**src/rtl/pool_pkg.sv**
```systemverilog
// pool_pkg
// Shared definitions for the pooling window block:
//   pool_mode_e  - pooling mode encoding (POOL_MAX / POOL_AVG)
//   SAT_W        - working width of the saturate helper
//   sat_signed() - clamps a signed value to the range of a narrower signed width
package pool_pkg;

    typedef enum logic {
        POOL_MAX = 1'b0,
        POOL_AVG = 1'b1
    } pool_mode_e;

    localparam int SAT_W = 64;

    // Clamp value to [-2^(width-1), 2^(width-1)-1]. The caller truncates the
    // returned value to 'width' bits; the result is always representable.
    function automatic logic signed [SAT_W-1:0] sat_signed(
        input logic signed [SAT_W-1:0] value,
        input int unsigned             width
    );
        logic signed [SAT_W-1:0] hi;
        logic signed [SAT_W-1:0] lo;
        hi = (64'sd1 <<< (width - 1)) - 64'sd1;
        lo = -(64'sd1 <<< (width - 1));
        if (value > hi) begin
            return hi;
        end
        if (value < lo) begin
            return lo;
        end
        return value;
    endfunction

endpackage

```
**src/rtl/pool_lane.sv**
```systemverilog
// pool_lane
// One channel of the pooling window: a signed accumulator plus result logic.
// Ports:
//   clk, rst_n   - clock, asynchronous active-low reset
//   beat_i       - a beat is accepted this cycle
//   first_i      - this beat starts a window (accumulator loads the sample)
//   mode_i       - effective pooling mode for this beat (pool_mode_e encoding)
//   shift_i      - effective average-mode right shift
//   sample_i     - signed input sample
//   result_o     - pooled result including this beat (combinational)
module pool_lane
    import pool_pkg::*;
#(
    parameter int NUM_WIDTH = 16,
    parameter int CNT_WIDTH = 8,
    parameter int SHIFT_W   = 4
) (
    input  logic                 clk,
    input  logic                 rst_n,
    input  logic                 beat_i,
    input  logic                 first_i,
    input  logic                 mode_i,
    input  logic [SHIFT_W-1:0]   shift_i,
    input  logic [NUM_WIDTH-1:0] sample_i,
    output logic [NUM_WIDTH-1:0] result_o
);

    localparam int ACC_W = NUM_WIDTH + CNT_WIDTH;

    logic signed [ACC_W-1:0] acc_q;
    logic signed [ACC_W-1:0] acc_d;
    logic signed [ACC_W-1:0] sample_ext;
    logic signed [ACC_W-1:0] shifted;

    assign sample_ext = {{CNT_WIDTH{sample_i[NUM_WIDTH-1]}}, sample_i};

    always_comb begin
        acc_d = acc_q;
        if (first_i) begin
            acc_d = sample_ext;
        end else if (mode_i == POOL_MAX) begin
            acc_d = (sample_ext > acc_q) ? sample_ext : acc_q;
        end else begin
            acc_d = acc_q + sample_ext;
        end
    end

    // Arithmetic shift floors toward minus infinity.
    assign shifted = acc_d >>> shift_i;

    // Max only ever holds sign-extended samples, so its low bits are exact.
    assign result_o = (mode_i == POOL_MAX)
        ? acc_d[NUM_WIDTH-1:0]
        : NUM_WIDTH'(sat_signed({{(SAT_W-ACC_W){shifted[ACC_W-1]}}, shifted}, NUM_WIDTH));

    always_ff @(posedge clk or negedge rst_n) begin
        if (!rst_n) begin
            acc_q <= '0;
        end else if (beat_i) begin
            acc_q <= acc_d;
        end
    end

endmodule

```
**src/rtl/pool_window.sv**
```systemverilog
// pool_window
// Pools CHANNELS lanes of signed samples over a window of cfg_size beats,
// either as a running max or as a shifted, saturated sum.
// Ports:
//   clk, rst_n            - clock, asynchronous active-low reset
//   restart               - drop any partial window (synchronous)
//   cfg_mode              - 0 = max, 1 = average (latched at window start)
//   cfg_size              - beats per window, 0 treated as 1 (latched)
//   cfg_shift             - average right shift (latched)
//   up_data/valid/ready   - input stream, lane 0 in the LSBs
//   dn_data/valid/ready   - pooled output stream, lane 0 in the LSBs
module pool_window
    import pool_pkg::*;
#(
    parameter int NUM_WIDTH = 16,
    parameter int CHANNELS  = 4,
    parameter int CNT_WIDTH = 8
) (
    input  logic                            clk,
    input  logic                            rst_n,
    input  logic                            restart,
    input  logic                            cfg_mode,
    input  logic [CNT_WIDTH-1:0]            cfg_size,
    input  logic [$clog2(CNT_WIDTH+1)-1:0]  cfg_shift,
    input  logic [CHANNELS*NUM_WIDTH-1:0]   up_data,
    input  logic                            up_valid,
    output logic                            up_ready,
    output logic [CHANNELS*NUM_WIDTH-1:0]   dn_data,
    output logic                            dn_valid,
    input  logic                            dn_ready
);

    localparam int SHIFT_W = $clog2(CNT_WIDTH + 1);

    logic [CNT_WIDTH-1:0]          cnt_q;
    logic [CNT_WIDTH-1:0]          cnt_cur;
    logic                          mode_q;
    logic [CNT_WIDTH-1:0]          size_q;
    logic [SHIFT_W-1:0]            shift_q;
    logic                          dn_valid_q;
    logic [CHANNELS*NUM_WIDTH-1:0] dn_data_q;

    logic                          beat;
    logic                          first;
    logic                          mode_eff;
    logic [CNT_WIDTH-1:0]          size_eff;
    logic [SHIFT_W-1:0]            shift_eff;
    logic                          wrap;
    logic [CHANNELS*NUM_WIDTH-1:0] lane_result;

    assign up_ready = !dn_valid_q | dn_ready;
    assign beat     = up_valid & up_ready;

    // A zero count always means "next beat opens a window"; restart forces it
    // for a coinciding beat so that beat picks up fresh configuration.
    assign first     = restart | (cnt_q == '0);
    assign mode_eff  = first ? cfg_mode : mode_q;
    assign size_eff  = first ? ((cfg_size == '0) ? CNT_WIDTH'(1) : cfg_size) : size_q;
    assign shift_eff = first ? cfg_shift : shift_q;
    assign cnt_cur   = first ? '0 : cnt_q;
    assign wrap      = (cnt_cur == size_eff - CNT_WIDTH'(1));

    for (genvar g = 0; g < CHANNELS; g++) begin : g_lane
        pool_lane #(
            .NUM_WIDTH (NUM_WIDTH),
            .CNT_WIDTH (CNT_WIDTH),
            .SHIFT_W   (SHIFT_W)
        ) u_lane (
            .clk      (clk),
            .rst_n    (rst_n),
            .beat_i   (beat),
            .first_i  (first),
            .mode_i   (mode_eff),
            .shift_i  (shift_eff),
            .sample_i (up_data[g*NUM_WIDTH +: NUM_WIDTH]),
            .result_o (lane_result[g*NUM_WIDTH +: NUM_WIDTH])
        );
    end

    always_ff @(posedge clk or negedge rst_n) begin
        if (!rst_n) begin
            cnt_q   <= '0;
            mode_q  <= POOL_MAX;
            size_q  <= '0;
            shift_q <= '0;
        end else if (beat) begin
            if (first) begin
                mode_q  <= mode_eff;
                size_q  <= size_eff;
                shift_q <= shift_eff;
            end
            cnt_q <= wrap ? '0 : cnt_cur + CNT_WIDTH'(1);
        end else if (restart) begin
            cnt_q <= '0;
        end
    end

    // A beat is only accepted when the output is empty or draining, so a
    // completing window can always overwrite the register with no bubble.
    always_ff @(posedge clk or negedge rst_n) begin
        if (!rst_n) begin
            dn_valid_q <= 1'b0;
            dn_data_q  <= '0;
        end else if (beat && wrap) begin
            dn_valid_q <= 1'b1;
            dn_data_q  <= lane_result;
        end else if (dn_ready) begin
            dn_valid_q <= 1'b0;
        end
    end

    assign dn_valid = dn_valid_q;
    assign dn_data  = dn_data_q;

endmodule

```
**config.mk**
```make
export PLATFORM = sky130hd
export DESIGN_NAME = pool_window
export DESIGN_NICKNAME = d
export VERILOG_FILES = /design/src/rtl/pool_pkg.sv /design/src/rtl/pool_lane.sv /design/src/rtl/pool_window.sv
export SDC_FILE = /design/constraint.sdc
export NUM_CORES = 1
export LEC_CHECK = 0
export ABC_AREA = 0
export BUFFER_PORTS_ARGS = -buffer_cell sky130_fd_sc_hd__clkbuf_2
export CAP_MARGIN = 10
export CORE_AREA = 2 2 208 210
export DETAILED_ROUTE_END_ITERATION = 16
export DIE_AREA = 0 0 210 212
export PLACE_DENSITY_LB_ADDON = 0.05
export SLEW_MARGIN = 20
export SYNTH_ARGS = -nofsm -noshare
export SYNTH_HDL_FRONTEND = slang
export SYNTH_HIERARCHICAL = 1
export SYNTH_SLANG_ARGS = --single-unit
```
**constraint.sdc**
```tcl
create_clock -name clk -period 7.5 [get_ports clk]
set_clock_uncertainty 0.05 [all_clocks]
set_input_delay 1.5 -clock clk [delete_from_list [all_inputs] [get_ports clk]]
set_output_delay 1.5 -clock clk [all_outputs]
set_load 0.05 [all_outputs]
```
==> results.toml, run 1 <==
[synthesis]
seq_area_frac_synth_pct = 18.1
ys_async_sr_fraction_pct = 100
synthCells = 3097
ys_ff_latch = 182
synth_ff_type = "dfrtp_1"
synth_edf_count = 0
syn_area_um2 = 25200
synth_area_per_cell_um2 = 8.13
synth-warning-count = 6
synth_fp_nets = 3373
yosys.cell_types.count = 131

[setup_path]
cp_max_fo = 40
start_kind = "input pin"
crit_required_ns = 7.80
rrSetupSlack_ns = 1.23
cp.arrival_ns = 6.81
criticalPathCategory = "input pin to flop"
r2r-end = "dn_data[16]"
r2r_cells = 17
end_kind = "flop"
reg2reg_from = "cnt_q[2]"

[cts]
cts_sinks = 182
clk_latency_ns = 0.47
hold_buffers = 0
clkTransAtPathRegs_ns = 0.07
ctsRootBufferMaster = "clkbuf_16"
htree_levels = 4
post_cts_resized = 0
cts.path.max_buffers = 2
cts_buffers = 17
cts_setup_buffers = 0
tritoncts = "built"

[worst_hold_path]
hold_path_startpoint = "dn_data[56]"
hold_path.class = "flop to flop"
whs_path_depth = 1
min_to = "dn_data[56]"

[routing]
wl_per_cell_um = 22.6
dr.pass1.iters = 6
drt.antenna.violating_nets = 0
routed_wl_mm = 83.1
vias = 25400
routed_via_density = 6.93
drc = 0
drt_iter0_drc = 2468

[sta]
hold_viol_final = 0
tightest_slew_ns = 1.22
setup_viol = 0
fin_crit_ns = 6.51
post-route-period-util_pct = 86.8
rsz0062_at_grt = "no"
relSlewSlack_pct = 17.3
setup_ws_ns = 0.993
setup_tns_ns = 0
fmax_mhz = 154
slew_violations = 0

[finish]
fill_cells = 3806
layout-drive-gt1-share_pct = 15.3
regArea_um2 = 4550
fin_nets = 3384
multi_input_area_um2 = 18700
area_growth_syn_to_layout_pct = 4.85
design_area_um2 = 26400
finalNonFillerCells = 3668

[floorplanning]
ios = 148
die_h_um = 212
core_area_um2 = 42500
initial_core_util_pct = 59.2
dieWidth_um = 210
dieArea_um2 = 44500
row_count = 76

[place]
gp_congestion = 0.973
dp_hpwl_mm = 61.6
pre_cts_slack_ns = 0.694
place_area_um2 = 25800
io_buffers = 147
dp.cells = 3635

[pwr]
power.total_w = 0.00780
p_leak_nw = 11.9
cellPowerDensity_nw_per_um2 = 295
peakVddDrop_v = 0.000225

[global_route]
grt-ovfl-total = 0
grt_pass1_wl_mm = 131
grt_pass1_vias = 23900
grt_use_total_pct = 36.4
grt_max_degree = 103
antenna_found_initial = 1

[run_status]
status = "finished clean"

[job]
maxCapViolations = 0
-- per-stage QoR --
step,hold WS [ns],utilization [%]
5_1_grt,0.458,62.1
3_5_place_dp,0.424,60.7
4_1_cts,0.443,62.1
2_1_floorplan,0.431,-
6_report,0.440,62.1
3_3_place_gp,0.421,60.7
-- metal layers --
| layer | share of wire (%) | vias up | global-route usage, % |
|---|---|---|---|
| li1 | - | 11600 | - |
| met4 | 3.2 | 2 | 13.5 |
| met3 | 8.4 | 193 | 5.45 |
| met5 | 0.016 | - | 0 |
| met1 | 43 | 12200 | 49.8 |
| met2 | 46 | 1387 | 58.4 |
-- layout make-up --
cell class | instances | area share (%)
Antenna cell | 1 | 0.00948
Clock buffer | 19 | 1.72
Clock inverter | 13 | 0.464
Inverter | 213 | 3.05
Multi-Input combinational cell | 2498 | 70.7
Sequential cell | 182 | 17.2
Tap cell | 546 | 2.59
Timing Repair Buffer | 196 | 4.26
-- flip-flops by register name (all words and copies together) (netlist names) --
name	count
mode_q	1
cnt_q	8
shift_q	4
dn_valid	1
g_lane.u_lane/acc_q	96
size_q	8
dn_data	64
-- synth_stat cells, types with 35 or more instances --
| library cell | count | area share, % |
|---|---|---|
| dfrtp_1 | 182 | 18 |
| xnor2_1 | 49 | 1.7 |
| mux2_1 | 60 | 2.7 |
| and3_1 | 39 | 0.97 |
| mux2_2 | 68 | 3.0 |
| nand2_1 | 232 | 3.5 |
| a21oi_1 | 171 | 3.4 |
| buf_2 | 38 | 0.76 |
| a211oi_1 | 41 | 1.2 |
| o211ai_1 | 38 | 1.1 |
| nor2_1 | 300 | 4.5 |
| nor4_1 | 46 | 1.1 |
| ha_1 | 190 | 9.4 |
| nor3_1 | 92 | 1.8 |
| nand3_1 | 69 | 1.4 |
| nor2b_1 | 43 | 1.1 |
| o22ai_1 | 35 | 0.87 |
| nand4_1 | 41 | 1.0 |
| inv_1 | 201 | 3.0 |
| mux2i_1 | 155 | 6.2 |
| clkbuf_1 | 101 | 1.5 |
| o21ai_0 | 147 | 2.9 |
-- cells by family after synthesis --
| family | Yosys count | synth area share [%] |
|---|---|---|
| buffers and inverters | 417 | 7.94 |
| AO/OA/AOI/OAI | 913 | 27.6 |
| flip-flops | 182 | 18.1 |
| AND/OR/NAND/NOR | 1017 | 20.1 |
| adder cells (fa/ha/maj) | 194 | 9.76 |
| multiplexers | 310 | 14.3 |
| XOR/XNOR | 64 | 2.23 |
-- critical path, stage by stage --
cell	delay [ns]
clkbuf_2	0.16
a21oi_1	0.06
buf_4	0.22
clkinv_2	0.26
nand2_1	0.14
nand2_4	0.40
buf_4	0.57
nand2_1	0.28
nor4_1	0.34
o21ai_0	0.16
a21boi_0	0.17
and3_1	0.21
mux4_2	0.49
o31a_1	0.33
o311ai_4	0.75
o311ai_0	0.31
mux2_1	0.37
-- power by group --
part	internal, W	total [W]	switching [W]
clock network	0.000480	0.000928	0.000448
registers	0.00123	0.00145	0.000215
logic	0.00192	0.00542	0.00350
-- cells in the final DEF, fill, tap and decap left out, types with 43 or more instances in the layout --
master      n
o21ai_0   147
nor4_1     46
clkbuf_2  146
mux2_2     68
mux2i_1   155
inv_1     200
buf_4      46
a21oi_1   171
xnor2_1    49
ha_1      190
dfrtp_1   182
nand3_1    69
nor3_1     92
mux2_1     60
nand2_1   227
nor2b_1    43
nor2_1    300
-- how the worst max path moves through the flow --
stage / start / end / slack, ns / cells after the start
finish: restart / dn_data[16] / 0.99 / 17
global route: restart / dn_data[18] / 0.77 / 17
CTS: restart / dn_data[16] / 1.18 / 17
detailed placement: restart / dn_data[16] / 0.69 / 17
global placement: up_data[63] / dn_data[58] / 0.62 / 14
floorplan: restart / dn_data[12] / 1.70 / 20
Note: power is estimated with default switching activity, not from simulation.
==> run 2: changes to the inputs <==
--- a/config.mk
+++ b/config.mk
@@ -11,7 +11,7 @@
 export CORE_AREA = 2 2 208 210
 export DETAILED_ROUTE_END_ITERATION = 16
 export DIE_AREA = 0 0 210 212
-export PLACE_DENSITY_LB_ADDON = 0.05
+export PLACE_DENSITY = 0.89
 export SLEW_MARGIN = 20
 export SYNTH_ARGS = -nofsm -noshare
 export SYNTH_HDL_FRONTEND = slang
==> results.toml, run 2 (synthesis gave the netlist of run 1 again) <==
[floorplanning]
dieArea_um2 = 44500
dieWidth_um = 210
row_count = 76
die_h_um = 212
ios = 148
initial_core_util_pct = 59.2
core_area_um2 = 42500

[routing]
drt.antenna.violating_nets = 0
wl_per_cell_um = 21.5
vias = 25400
drt_iter0_drc = 3256
dr.pass1.iters = 9
drc = 0
routed_via_density = 6.93
routed_wl_mm = 78.9

[setup_path]
reg2reg_from = "cnt_q[2]"
end_kind = "flop"
rrSetupSlack_ns = 1.32
criticalPathCategory = "input pin to flop"
r2r-end = "dn_data[36]"
crit_required_ns = 7.84
r2r_cells = 16
cp.arrival_ns = 6.89
cp_max_fo = 23
start_kind = "input pin"

[cts]
htree_levels = 4
cts_setup_buffers = 0
tritoncts = "built"
clk_latency_ns = 0.51
post_cts_resized = 0
cts_buffers = 17
cts_sinks = 182
ctsRootBufferMaster = "clkbuf_16"
clkTransAtPathRegs_ns = 0.07
hold_buffers = 0
cts.path.max_buffers = 2

[global_route]
grt_use_met2_pct = 54.0
grtUsageMet1_pct = 47.8
grt-ovfl-total = 0
grt_max_degree = 121
met3_usage_pct = 6.87
grt_pass1_wl_mm = 126
antenna_found_initial = 0
grt_use_total_pct = 35.0
grt_pass1_vias = 23600
grt_busiest_layer = "met2"

[finish]
design_area_um2 = 26500
area_growth_syn_to_layout_pct = 5.23
largest_reg_flops = 96
largest-register = "g_lane.u_lane/acc_q"
layout-drive-gt1-share_pct = 15.5
diodes = 0
fill_cells = 3625
final_cell_mix = "nor2_1, nand2_1, inv_1"
fin_nets = 3388
layout_commonest_cell = "nor2_1"

[pwr]
peakVddDrop_v = 0.000265
share_comb_of_total_power_pct = 68.8
p_leak_nw = 11.9
p_seq_share_pct = 18.6
swShare_pct = 52.5
cellPowerDensity_nw_per_um2 = 294
pwr-share-clk_pct = 12.6
power.switching_w = 0.00408
internal_power_w = 0.00370

[sta]
fin_crit_ns = 6.56
setup_tns_ns = 0
setup_viol = 0
hold_viol_final = 0
fmax_mhz = 152
setup_ws_ns = 0.942
post-route-period-util_pct = 87.4
relSlewSlack_pct = 18.3
rsz0062_at_grt = "no"
slew_violations = 0
tightest_slew_ns = 1.21

[run_status]
status = "finished clean"

[worst_hold_path]
hold_path.class = "flop to flop"
hold_path_startpoint = "dn_data[56]"
whs_path_depth = 1
min_to = "dn_data[56]"

[place]
pre_cts_slack_ns = 0.609
io_buffers = 147
place_area_um2 = 25900
gp_congestion = 0.993
dp_hpwl_mm = 58.0

[job]
maxCapViolations = 0
-- run 2: worst max path at each step --
stage	slack, ns	cells past startpoint	end	start
final	0.94	14	dn_data[55]	up_data[63]
after global routing	0.55	17	dn_data[18]	restart
after CTS	1.15	14	dn_data[55]	up_data[63]
after detailed placement	0.61	14	dn_data[55]	up_data[63]
after global placement	0.71	14	dn_data[55]	up_data[63]
after floorplan	1.70	20	dn_data[12]	restart
-- run 2: worst max-delay path, stage by stage --
cell      delay, ns
clkbuf_2       0.30
ha_1           0.71
nand4_2        0.24
nor4_1         0.77
o31a_2         0.40
or3_1          0.56
nand2_1        0.15
a311oi_1       0.82
mux2i_1        0.28
mux4_2         0.51
nor2_1         0.11
a211o_1        0.10
o22ai_1        0.09
mux2_1         0.33
-- run 2: area by class of cell --
class	instances	area, um2	share of cell area [%]
Tap cell	546	683	2.58
Clock inverter	11	148	0.557
Inverter	213	806	3.04
Sequential cell	182	4550	17.2
Multi-Input combinational cell	2498	18700	70.4
Timing Repair Buffer	200	1180	4.45
Clock buffer	21	460	1.74
-- run 2: metrics by stage --
stage | hold WS, ns | utilization, % | cells | power [W]
6_report | 0.434 | 62.3 | 3671 | 0.00778
4_1_cts | 0.441 | 62.3 | 3671 | 0.00766
3_5_place_dp | 0.424 | 60.9 | 3639 | 0.00663
3_3_place_gp | 0.418 | 60.9 | 3639 | 0.00655
2_1_floorplan | 0.431 | - | 3097 | 0.00547
5_1_grt | 0.452 | 62.3 | 3671 | 0.00828
-- run 2: metal layers --
layer  wire length, um  up-vias  part of all wire, %
met3              8500      260                   11
met1             32600    11900                   41
met5                 0        -                    0
met2             35000     1646                   44
met4              2870        0                  3.6
li1                  -    11600                    -
-- run 2: power groups by stage --
stage               clock [W]  combinational [W]  sequential, W
floorplan                   0            0.00376        0.00172
global placement            0            0.00510        0.00145
detailed placement          0            0.00517        0.00146
CTS                   0.00101            0.00521        0.00144
global route          0.00104            0.00576        0.00147
finish               0.000983            0.00535        0.00145
